## config.mk

```make
export PLATFORM = sky130hd
export DESIGN_NAME = matmul_mem_arb_flat
export DESIGN_NICKNAME = d
export VERILOG_FILES = /design/src/rtl/matmul_mem_arb_if.sv /design/src/rtl/matmul_mem_arb.sv /design/src/flat_wrapper.sv
export SDC_FILE = /design/constraint.sdc
export NUM_CORES = 1
export LEC_CHECK = 0
export ABC_AREA = 1
export CAP_MARGIN = 25
export CORE_MARGIN = 2
export CORE_UTILIZATION = 35
export DETAILED_ROUTE_END_ITERATION = 6
export HOLD_SLACK_MARGIN = 0.12
export PLACE_DENSITY = 0.9
export SLEW_MARGIN = 20
export SYNTH_ARGS = -nofsm -noshare
export SYNTH_HDL_FRONTEND = slang
export SYNTH_SLANG_ARGS = --single-unit
```

## constraint.sdc

```tcl
create_clock -name clk -period 1.93 [get_ports clk]
set_input_delay 0.193 -clock clk [delete_from_list [all_inputs] [get_ports clk]]
set_output_delay 0.193 -clock clk [all_outputs]
set_load 0.05 [all_outputs]
```

## src/rtl/matmul_mem_arb_if.sv

```systemverilog
`default_nettype none
// ============================================================================
//  Module      : matmul_mem_arb_if
//  Description : Signal bundle for the matmul memory arbiter. It carries the
//                engine port, the host load/unload port and the SRAM port.
//  Revision    : 1.0  initial release
// ============================================================================
interface matmul_mem_arb_if #(
  parameter int MEM_AW = 16,
  parameter int MEM_DW = 32
);
  // engine port
  logic              eng_req;
  logic              eng_write;
  logic [MEM_AW-1:0] eng_addr;
  logic [MEM_DW-1:0] eng_wdata;
  logic              eng_rdata_vld;
  logic [MEM_DW-1:0] eng_rdata;
  // host port
  logic              host_req;
  logic              host_write;
  logic [MEM_AW-1:0] host_addr;
  logic [MEM_DW-1:0] host_wdata;
  logic              host_gnt;
  logic              host_rdata_vld;
  logic [MEM_DW-1:0] host_rdata;
  logic              host_starved;
  // SRAM port
  logic              sram_en;
  logic              sram_we;
  logic [MEM_AW-1:0] sram_addr;
  logic [MEM_DW-1:0] sram_wdata;
  logic [MEM_DW-1:0] sram_rdata;

  // arbiter side
  modport slave (
    input  eng_req, eng_write, eng_addr, eng_wdata,
    output eng_rdata_vld, eng_rdata,
    input  host_req, host_write, host_addr, host_wdata,
    output host_gnt, host_rdata_vld, host_rdata, host_starved,
    output sram_en, sram_we, sram_addr, sram_wdata,
    input  sram_rdata
  );

  // requester / memory side
  modport master (
    output eng_req, eng_write, eng_addr, eng_wdata,
    input  eng_rdata_vld, eng_rdata,
    output host_req, host_write, host_addr, host_wdata,
    input  host_gnt, host_rdata_vld, host_rdata, host_starved,
    input  sram_en, sram_we, sram_addr, sram_wdata,
    output sram_rdata
  );
endinterface
`default_nettype wire

```

## src/rtl/matmul_mem_arb.sv

```systemverilog
`default_nettype none
// ============================================================================
//  Module      : matmul_mem_arb
//  Description : Merges the non-stallable matmul engine memory port with a
//                req/gnt host port onto one single-port synchronous SRAM.
//                The engine always wins; read data is steered back to the
//                issuing port by a tag that travels alongside the SRAM read.
//  Revision    : 1.0  initial release
// ============================================================================
module matmul_mem_arb #(
  parameter int MEM_AW     = 16,
  parameter int MEM_DW     = 32,
  parameter int READ_LAT   = 1,
  parameter int STARVE_MAX = 15
) (
  input  logic             clk,
  input  logic             rst,
  matmul_mem_arb_if.slave  bus
);

  localparam int CNT_W = $clog2(STARVE_MAX + 1);

  typedef enum logic [0:0] {
    H_IDLE = 1'b0,
    H_RD   = 1'b1
  } host_state_t;

  host_state_t       state;
  logic [CNT_W-1:0]  wait_cnt;
  logic [CNT_W-1:0]  wait_cnt_next;
  logic              starved;

  logic              mem_en;
  logic              mem_we;
  logic [MEM_AW-1:0] mem_addr;
  logic [MEM_DW-1:0] mem_wdata;

  // Tag stages cover the SRAM latency; the final vld flops add the issue stage,
  // so a read selected at t reports vld at t+1+READ_LAT.
  logic [READ_LAT-1:0] tag_vld;
  logic [READ_LAT-1:0] tag_host;
  logic                eng_vld;
  logic                host_vld;

  logic gnt;
  logic rd_issue;

  // Host may only be accepted when the engine is silent and no host read is open.
  assign gnt      = bus.host_req & ~bus.eng_req & (state == H_IDLE);
  assign rd_issue = (bus.eng_req & ~bus.eng_write) | (gnt & ~bus.host_write);

  // Starvation counter next value: clears on grant or request drop, saturates.
  always_comb begin
    wait_cnt_next = wait_cnt;
    if (!bus.host_req || gnt) begin
      wait_cnt_next = '0;
    end else if (state == H_IDLE && wait_cnt != CNT_W'(STARVE_MAX)) begin
      wait_cnt_next = wait_cnt + 1'b1;
    end
  end

  // Register the selected access onto the SRAM port; address/data hold when idle.
  always_ff @(posedge clk) begin
    if (rst) begin
      mem_en    <= 1'b0;
      mem_we    <= 1'b0;
      mem_addr  <= '0;
      mem_wdata <= '0;
    end else if (bus.eng_req) begin
      mem_en    <= 1'b1;
      mem_we    <= bus.eng_write;
      mem_addr  <= bus.eng_addr;
      mem_wdata <= bus.eng_wdata;
    end else if (gnt) begin
      mem_en    <= 1'b1;
      mem_we    <= bus.host_write;
      mem_addr  <= bus.host_addr;
      mem_wdata <= bus.host_wdata;
    end else begin
      mem_en    <= 1'b0;
      mem_we    <= 1'b0;
    end
  end

  // Shift the {vld, owner} read tag in step with the SRAM read latency.
  always_ff @(posedge clk) begin
    if (rst) begin
      tag_vld  <= '0;
      tag_host <= '0;
      eng_vld  <= 1'b0;
      host_vld <= 1'b0;
    end else begin
      tag_vld[0]  <= rd_issue;
      tag_host[0] <= ~bus.eng_req;
      for (int i = 1; i < READ_LAT; i++) begin
        tag_vld[i]  <= tag_vld[i-1];
        tag_host[i] <= tag_host[i-1];
      end
      eng_vld  <= tag_vld[READ_LAT-1] & ~tag_host[READ_LAT-1];
      host_vld <= tag_vld[READ_LAT-1] &  tag_host[READ_LAT-1];
    end
  end

  // Host FSM tracking the single outstanding host read, plus starvation flag.
  always_ff @(posedge clk) begin
    if (rst) begin
      state    <= H_IDLE;
      wait_cnt <= '0;
      starved  <= 1'b0;
    end else begin
      wait_cnt <= wait_cnt_next;
      starved  <= (wait_cnt_next == CNT_W'(STARVE_MAX));
      case (state)
        H_IDLE:  if (gnt && !bus.host_write) state <= H_RD;
        H_RD:    if (host_vld) state <= H_IDLE;
        default: state <= H_IDLE;
      endcase
    end
  end

  assign bus.host_gnt       = gnt;
  assign bus.sram_en        = mem_en;
  assign bus.sram_we        = mem_we;
  assign bus.sram_addr      = mem_addr;
  assign bus.sram_wdata     = mem_wdata;
  assign bus.eng_rdata_vld  = eng_vld;
  assign bus.host_rdata_vld = host_vld;
  assign bus.eng_rdata      = bus.sram_rdata;
  assign bus.host_rdata     = bus.sram_rdata;
  assign bus.host_starved   = starved;

endmodule
`default_nettype wire

```

## src/flat_wrapper.sv

```systemverilog
// flat-port wrapper written by rule: the top's interface ports become plain ports
module matmul_mem_arb_flat 
#(
  parameter int MEM_AW     = 16,
  parameter int MEM_DW     = 32,
  parameter int READ_LAT   = 1,
  parameter int STARVE_MAX = 15
)
  (clk, rst, bus_eng_req, bus_eng_write, bus_eng_addr, bus_eng_wdata, bus_eng_rdata_vld, bus_eng_rdata, bus_host_req, bus_host_write, bus_host_addr, bus_host_wdata, bus_host_gnt, bus_host_rdata_vld, bus_host_rdata, bus_host_starved, bus_sram_en, bus_sram_we, bus_sram_addr, bus_sram_wdata, bus_sram_rdata);
  matmul_mem_arb_if #(.MEM_AW(MEM_AW), .MEM_DW(MEM_DW)) bus_i ();
  input  logic clk;
  input  logic rst;
  input wire logic [$bits(bus_i.eng_req)-1:0] bus_eng_req;
  input wire logic [$bits(bus_i.eng_write)-1:0] bus_eng_write;
  input wire logic [$bits(bus_i.eng_addr)-1:0] bus_eng_addr;
  input wire logic [$bits(bus_i.eng_wdata)-1:0] bus_eng_wdata;
  output wire logic [$bits(bus_i.eng_rdata_vld)-1:0] bus_eng_rdata_vld;
  output wire logic [$bits(bus_i.eng_rdata)-1:0] bus_eng_rdata;
  input wire logic [$bits(bus_i.host_req)-1:0] bus_host_req;
  input wire logic [$bits(bus_i.host_write)-1:0] bus_host_write;
  input wire logic [$bits(bus_i.host_addr)-1:0] bus_host_addr;
  input wire logic [$bits(bus_i.host_wdata)-1:0] bus_host_wdata;
  output wire logic [$bits(bus_i.host_gnt)-1:0] bus_host_gnt;
  output wire logic [$bits(bus_i.host_rdata_vld)-1:0] bus_host_rdata_vld;
  output wire logic [$bits(bus_i.host_rdata)-1:0] bus_host_rdata;
  output wire logic [$bits(bus_i.host_starved)-1:0] bus_host_starved;
  output wire logic [$bits(bus_i.sram_en)-1:0] bus_sram_en;
  output wire logic [$bits(bus_i.sram_we)-1:0] bus_sram_we;
  output wire logic [$bits(bus_i.sram_addr)-1:0] bus_sram_addr;
  output wire logic [$bits(bus_i.sram_wdata)-1:0] bus_sram_wdata;
  input wire logic [$bits(bus_i.sram_rdata)-1:0] bus_sram_rdata;
  assign bus_i.eng_req = bus_eng_req;
  assign bus_i.eng_write = bus_eng_write;
  assign bus_i.eng_addr = bus_eng_addr;
  assign bus_i.eng_wdata = bus_eng_wdata;
  assign bus_eng_rdata_vld = bus_i.eng_rdata_vld;
  assign bus_eng_rdata = bus_i.eng_rdata;
  assign bus_i.host_req = bus_host_req;
  assign bus_i.host_write = bus_host_write;
  assign bus_i.host_addr = bus_host_addr;
  assign bus_i.host_wdata = bus_host_wdata;
  assign bus_host_gnt = bus_i.host_gnt;
  assign bus_host_rdata_vld = bus_i.host_rdata_vld;
  assign bus_host_rdata = bus_i.host_rdata;
  assign bus_host_starved = bus_i.host_starved;
  assign bus_sram_en = bus_i.sram_en;
  assign bus_sram_we = bus_i.sram_we;
  assign bus_sram_addr = bus_i.sram_addr;
  assign bus_sram_wdata = bus_i.sram_wdata;
  assign bus_i.sram_rdata = bus_sram_rdata;
  matmul_mem_arb #(.MEM_AW(MEM_AW), .MEM_DW(MEM_DW), .READ_LAT(READ_LAT), .STARVE_MAX(STARVE_MAX)) u_core (.clk(clk), .rst(rst), .bus(bus_i));
endmodule
```

### After elaboration in Yosys (flattened, before gate mapping)

Cells that the tools add are included.

* input port bits: 134
* output and inout bits: 118
* register bits: 60

* reduce and logical (&&, ||, !) cells: 6
* equal/unequal tests: 2
* multiplexer cells: 13
* bitwise gates (word level): 12
* add/subtract/negate cells: 1

Operators with widths (number)
* $mux 32: 2
* $mux 16: 2
* $mux 4: 2
* $and 1x1->1: 6
* $mux 1: 6
* $not 1->1: 5
* $add 4x1->4 const B: 1
* $eq 4x4->1 const B: 1
* $ne 4x4->1 const B: 1
* $logic_and 1x1->1: 2
* $logic_not 1->1: 2
* $pmux 1 s2: 1
* $reduce_bool 2->1: 1
* $logic_or 1x1->1: 1
* $or 1x1->1: 1

### Longest topological paths before layout

* word-level depth: 6
* depth in mapped cells: 8
* gate-level depth less buffers: 8

### Least setup slack after synthesis

No wires, ideal clock.

* path type: register -> register
* start point: reg u_core.state
* end point: reg u_core.state
* buffers on the path: 0
* cell stages (with the launch flop): 6
* period minus slack after synthesis: 1528 ps
* slack: 402 ps
* data required time: 1860 ps
* arrival time: 1458 ps
* setup time: 70 ps
* cells stage by stage: dfxtp_1 > inv_2 > nand2_2 > nor2_1 > nand2_1 > a21oi_1

* cells in the longest elaborated chain, start to end: 5

Ends and longest elaborated chain
* from (decl): RTL line matmul_mem_arb.sv:28 `host_state_t state;`
* from (signal assigned): RTL line matmul_mem_arb.sv:107 `state <= H_IDLE;`
* from (signal assigned): RTL line matmul_mem_arb.sv:114 `H_IDLE: if (gnt && !bus.host_write) state <= H_RD;`
* from (signal assigned): RTL line matmul_mem_arb.sv:115 `H_RD: if (host_vld) state <= H_IDLE;`
* $not 1->1: RTL line matmul_mem_arb.sv:49 `assign gnt = bus.host_req & ~bus.eng_req & (state == H_IDLE);`
* $and 1x1->1: RTL line matmul_mem_arb.sv:49
* via bus_host_gnt: RTL line flat_wrapper.sv:23 `output wire logic [$bits(bus_i.host_gnt)-1:0] bus_host_gnt;`
* $logic_and 1x1->1: RTL line matmul_mem_arb.sv:114
* $mux 1: RTL line matmul_mem_arb.sv:114
* $pmux 1 s2: RTL line matmul_mem_arb.sv:113 `case (state)`

The timed path passes the listed nets, and every way through them passes these cells.
A chain may end at the register's enable or synchronous reset.

### Worst setup path in the final report

* start point: reg u_core.mem_addr[0] (netlist: u_core.bus.sram_addr[0])
* end point: out bus_sram_addr[0]

RTL lines
* from (decl): RTL line matmul_mem_arb.sv:35 `logic [MEM_AW-1:0] mem_addr;`
* from (signal assigned): RTL line matmul_mem_arb.sv:72 `mem_addr <= bus.eng_addr;`
* from (signal assigned): RTL line matmul_mem_arb.sv:77 `mem_addr <= bus.host_addr;`
* to (decl): RTL line flat_wrapper.sv:29 `output wire logic [$bits(bus_i.sram_addr)-1:0] bus_sram_addr;`

No word-level cell between the ends.

==> results.py <==
metrics = {
    "sta": {
        "final.min_clock_period_ns": 1.68,
        "finalClockSkew_ns": 0.00946,
        "whs_ns": 0.220,
        "report.final.slew_viol_count": 0,
        "worst_slew_pin_slew_ns": 0.517,
        "period_share": 0.869,
        "max_slew_margin": 0.654,
        "tns_ns": 0,
        "finalSetupViolations": 0,
        "rsz0062_at_grt": "no",
        "hold_violations": 0,
        "max_freq_ghz": 0.596,
    },
    "logic_synthesis": {
        "synth_area_per_cell_um2": 7.61,
        "synth_cells": 398,
        "synth_area_leaders": "dfxtp_1, buf_4, nand2_1, a31oi_1, o21ai_0",
        "synth_area_um2": 3030,
        "mappedNetlistNets": 533,
        "ys.flop_type": "dfxtp_1",
        "synth_edf_count": 0,
        "synth_seq_cells": 60,
        "synth_area_leader_cell": "dfxtp_1",
        "async_reset_ff_frac": 0,
        "yosysSeqAreaShare": 0.396,
        "synth.distinct_cells": 28,
        "yosys_warnings": 0,
        "synth_top_cell_area_share": 0.396,
    },
    "clock_network": {
        "h-tree-depth": 3,
        "clockRootBuffer": "clkbuf_8",
        "insertion_delay_ns": 0.33,
        "postCtsSetupBuffers": 0,
        "path_clk_slew_ns": 0.07,
        "cts_tree": "done",
        "clkSinkCount": 60,
        "cts_resized": 0,
        "numCtsBuffers": 9,
        "clockBufferDepth": 2,
        "postCtsHoldBufs": 0,
    },
    "routing": {
        "wl_um": 8060,
        "wl_per_cell_um": 13.7,
        "vias": 2895,
        "drt_iter0_markers": 116,
        "vias_per_cell": 4.93,
        "first_pass_iters": 4,
        "drtAntennaViolNets": 0,
        "drc": 0,
    },
    "placed_design": {
        "port_buffers": 155,
        "dp_hpwl_um": 5900,
        "routabilityCongestion": 0.812,
        "dp_cells": 572,
    },
    "power_and_ir_drop": {
        "power_frac_comb": 0.271,
        "seqPwrFrac": 0.394,
        "powerDensity_nw_per_um2": 808,
        "clkPwrFrac": 0.334,
        "ir_worst_vdd_mv": 0.362,
        "p_leak_uw": 0.00169,
        "swShare": 0.304,
        "p_int_uw": 2430,
        "switching_power_uw": 1060,
        "total_power_uw": 3490,
    },
    "setup_path": {
        "cpMaxStageDelayCell": "clkdlybuf4s50_1",
        "cp.buffers_inverters": 1,
        "cp-end-kind": "output pin",
        "cpPeakStageDelay_ns": 0.81,
        "crit_chain": "clkdlybuf4s50_1",
        "start_kind": "flip-flop",
        "arrival_ns": 1.48,
        "critPathMaxFanout": 2,
        "cp_top_family": "buffers and inverters",
        "critPathKind": "flip-flop to output pin",
        "r2r-start": "u_core.wait_cnt[0]",
        "setup.worst_path.start": "u_core.bus.sram_addr[0]",
        "worstPathRequired_ns": 1.74,
    },
    "final_layout": {
        "num_antenna_cells": 0,
        "drive_gt1_frac": 0.0622,
        "final_cell_mix": "clkdlybuf4s50_1, nand2_1, dfxtp_1",
        "largest_reg_flops": 32,
        "instances_no_fill": 587,
        "final_nets": 613,
        "layout_commonest_cell": "clkdlybuf4s50_1",
        "syn2layout_area_growth_pct": 42.6,
        "fillers": 760,
        "post-route-util": 0.521,
    },
    "grt": {
        "grt_remaining_overflow": 0,
        "grt_pass1_vias": 2853,
        "grt_max_degree": 97,
        "grt_pass1_wl_um": 13200,
        "antenna_found_initial": 0,
        "track_usage": 0.168,
    },
    "hold_path": {
        "hp-start": "bus_eng_req",
        "hp-class": "primary input to flip-flop",
    },
    "floorplanning": {
        "die_x_um": 97.1,
        "fp.coreArea_um2": 8300,
        "start_util": 0.365,
        "ios": 252,
        "num_rows": 33,
        "die-area_um2": 9420,
        "fp.dieH_um": 97.1,
    },
    "flow_run": {
        "cap_violations": 0,
    },
    "status": {
        "status": "complete, no violations",
    },
}
==> metal layers <==
layer,part of all wire,track usage
met1,0.40,0.183
met2,0.49,0.291
met3,0.089,0.0640
met4,0.023,0.0748
met5,0,0
==> logic make-up (layout without fill, tap and decap cells) <==
logic type      count (synthesis)  in the layout  synth area share
compound gates                104            104             0.194
fa+ha+maj                       1              1           0.00413
buf+inv                        99            183             0.228
flops                          60             60             0.396
simple gates                  134            134             0.177
==> layout make-up <==
cell class              count  area, um^2  area share
flip-flops and latches     60        1200       0.278
repair buffers            160        1610       0.372
clock buffers              12         165      0.0382
well taps                 105         131      0.0304
clock inverters             3        45.0      0.0104
inverters                   8        32.5     0.00753
multi-input cells         239        1140       0.264
==> cells in the mapped netlist (2+ instances only) <==
cell type / n
dfxtp_1: 60
clkbuf_1: 3
a21oi_1: 5
nand2_1: 111
buf_2: 15
inv_1: 5
buf_6: 7
nor3_1: 3
nand3_1: 3
buf_4: 65
inv_2: 2
a31oi_1: 48
nor2_1: 10
o21ai_0: 47
==> per-stage QoR <==
stage,instance area (um^2),setup WS (ns)
2_1_floorplan,3030,0.402
3_3_place_gp,4110,0.439
3_5_place_dp,4110,0.356
4_1_cts,4320,0.223
5_1_grt,4320,0.186
6_report,4320,0.253
==> power by group through the flow <==
stage               Combinational (uW)  Clock [uW]  Sequential (uW)
finish                             948        1170             1380
global route                      1010        1260             1390
CTS                                953        1210             1380
detailed placement                 950           0             1400
global placement                   932           0             1400
floorplan                          589           0             1700
==> final timing paths <==
check	endpoint	slack [ns]	cells after the start
worst max-delay path	bus_sram_addr[0]	0.25	1
worst min-delay path	u_core.tag_host	0.22	2
worst max register to register	u_core.bus.host_starved	0.62	7
worst min register to register	u_core.bus.eng_rdata_vld	0.41	1
Power figures use the tool's default switching activity.
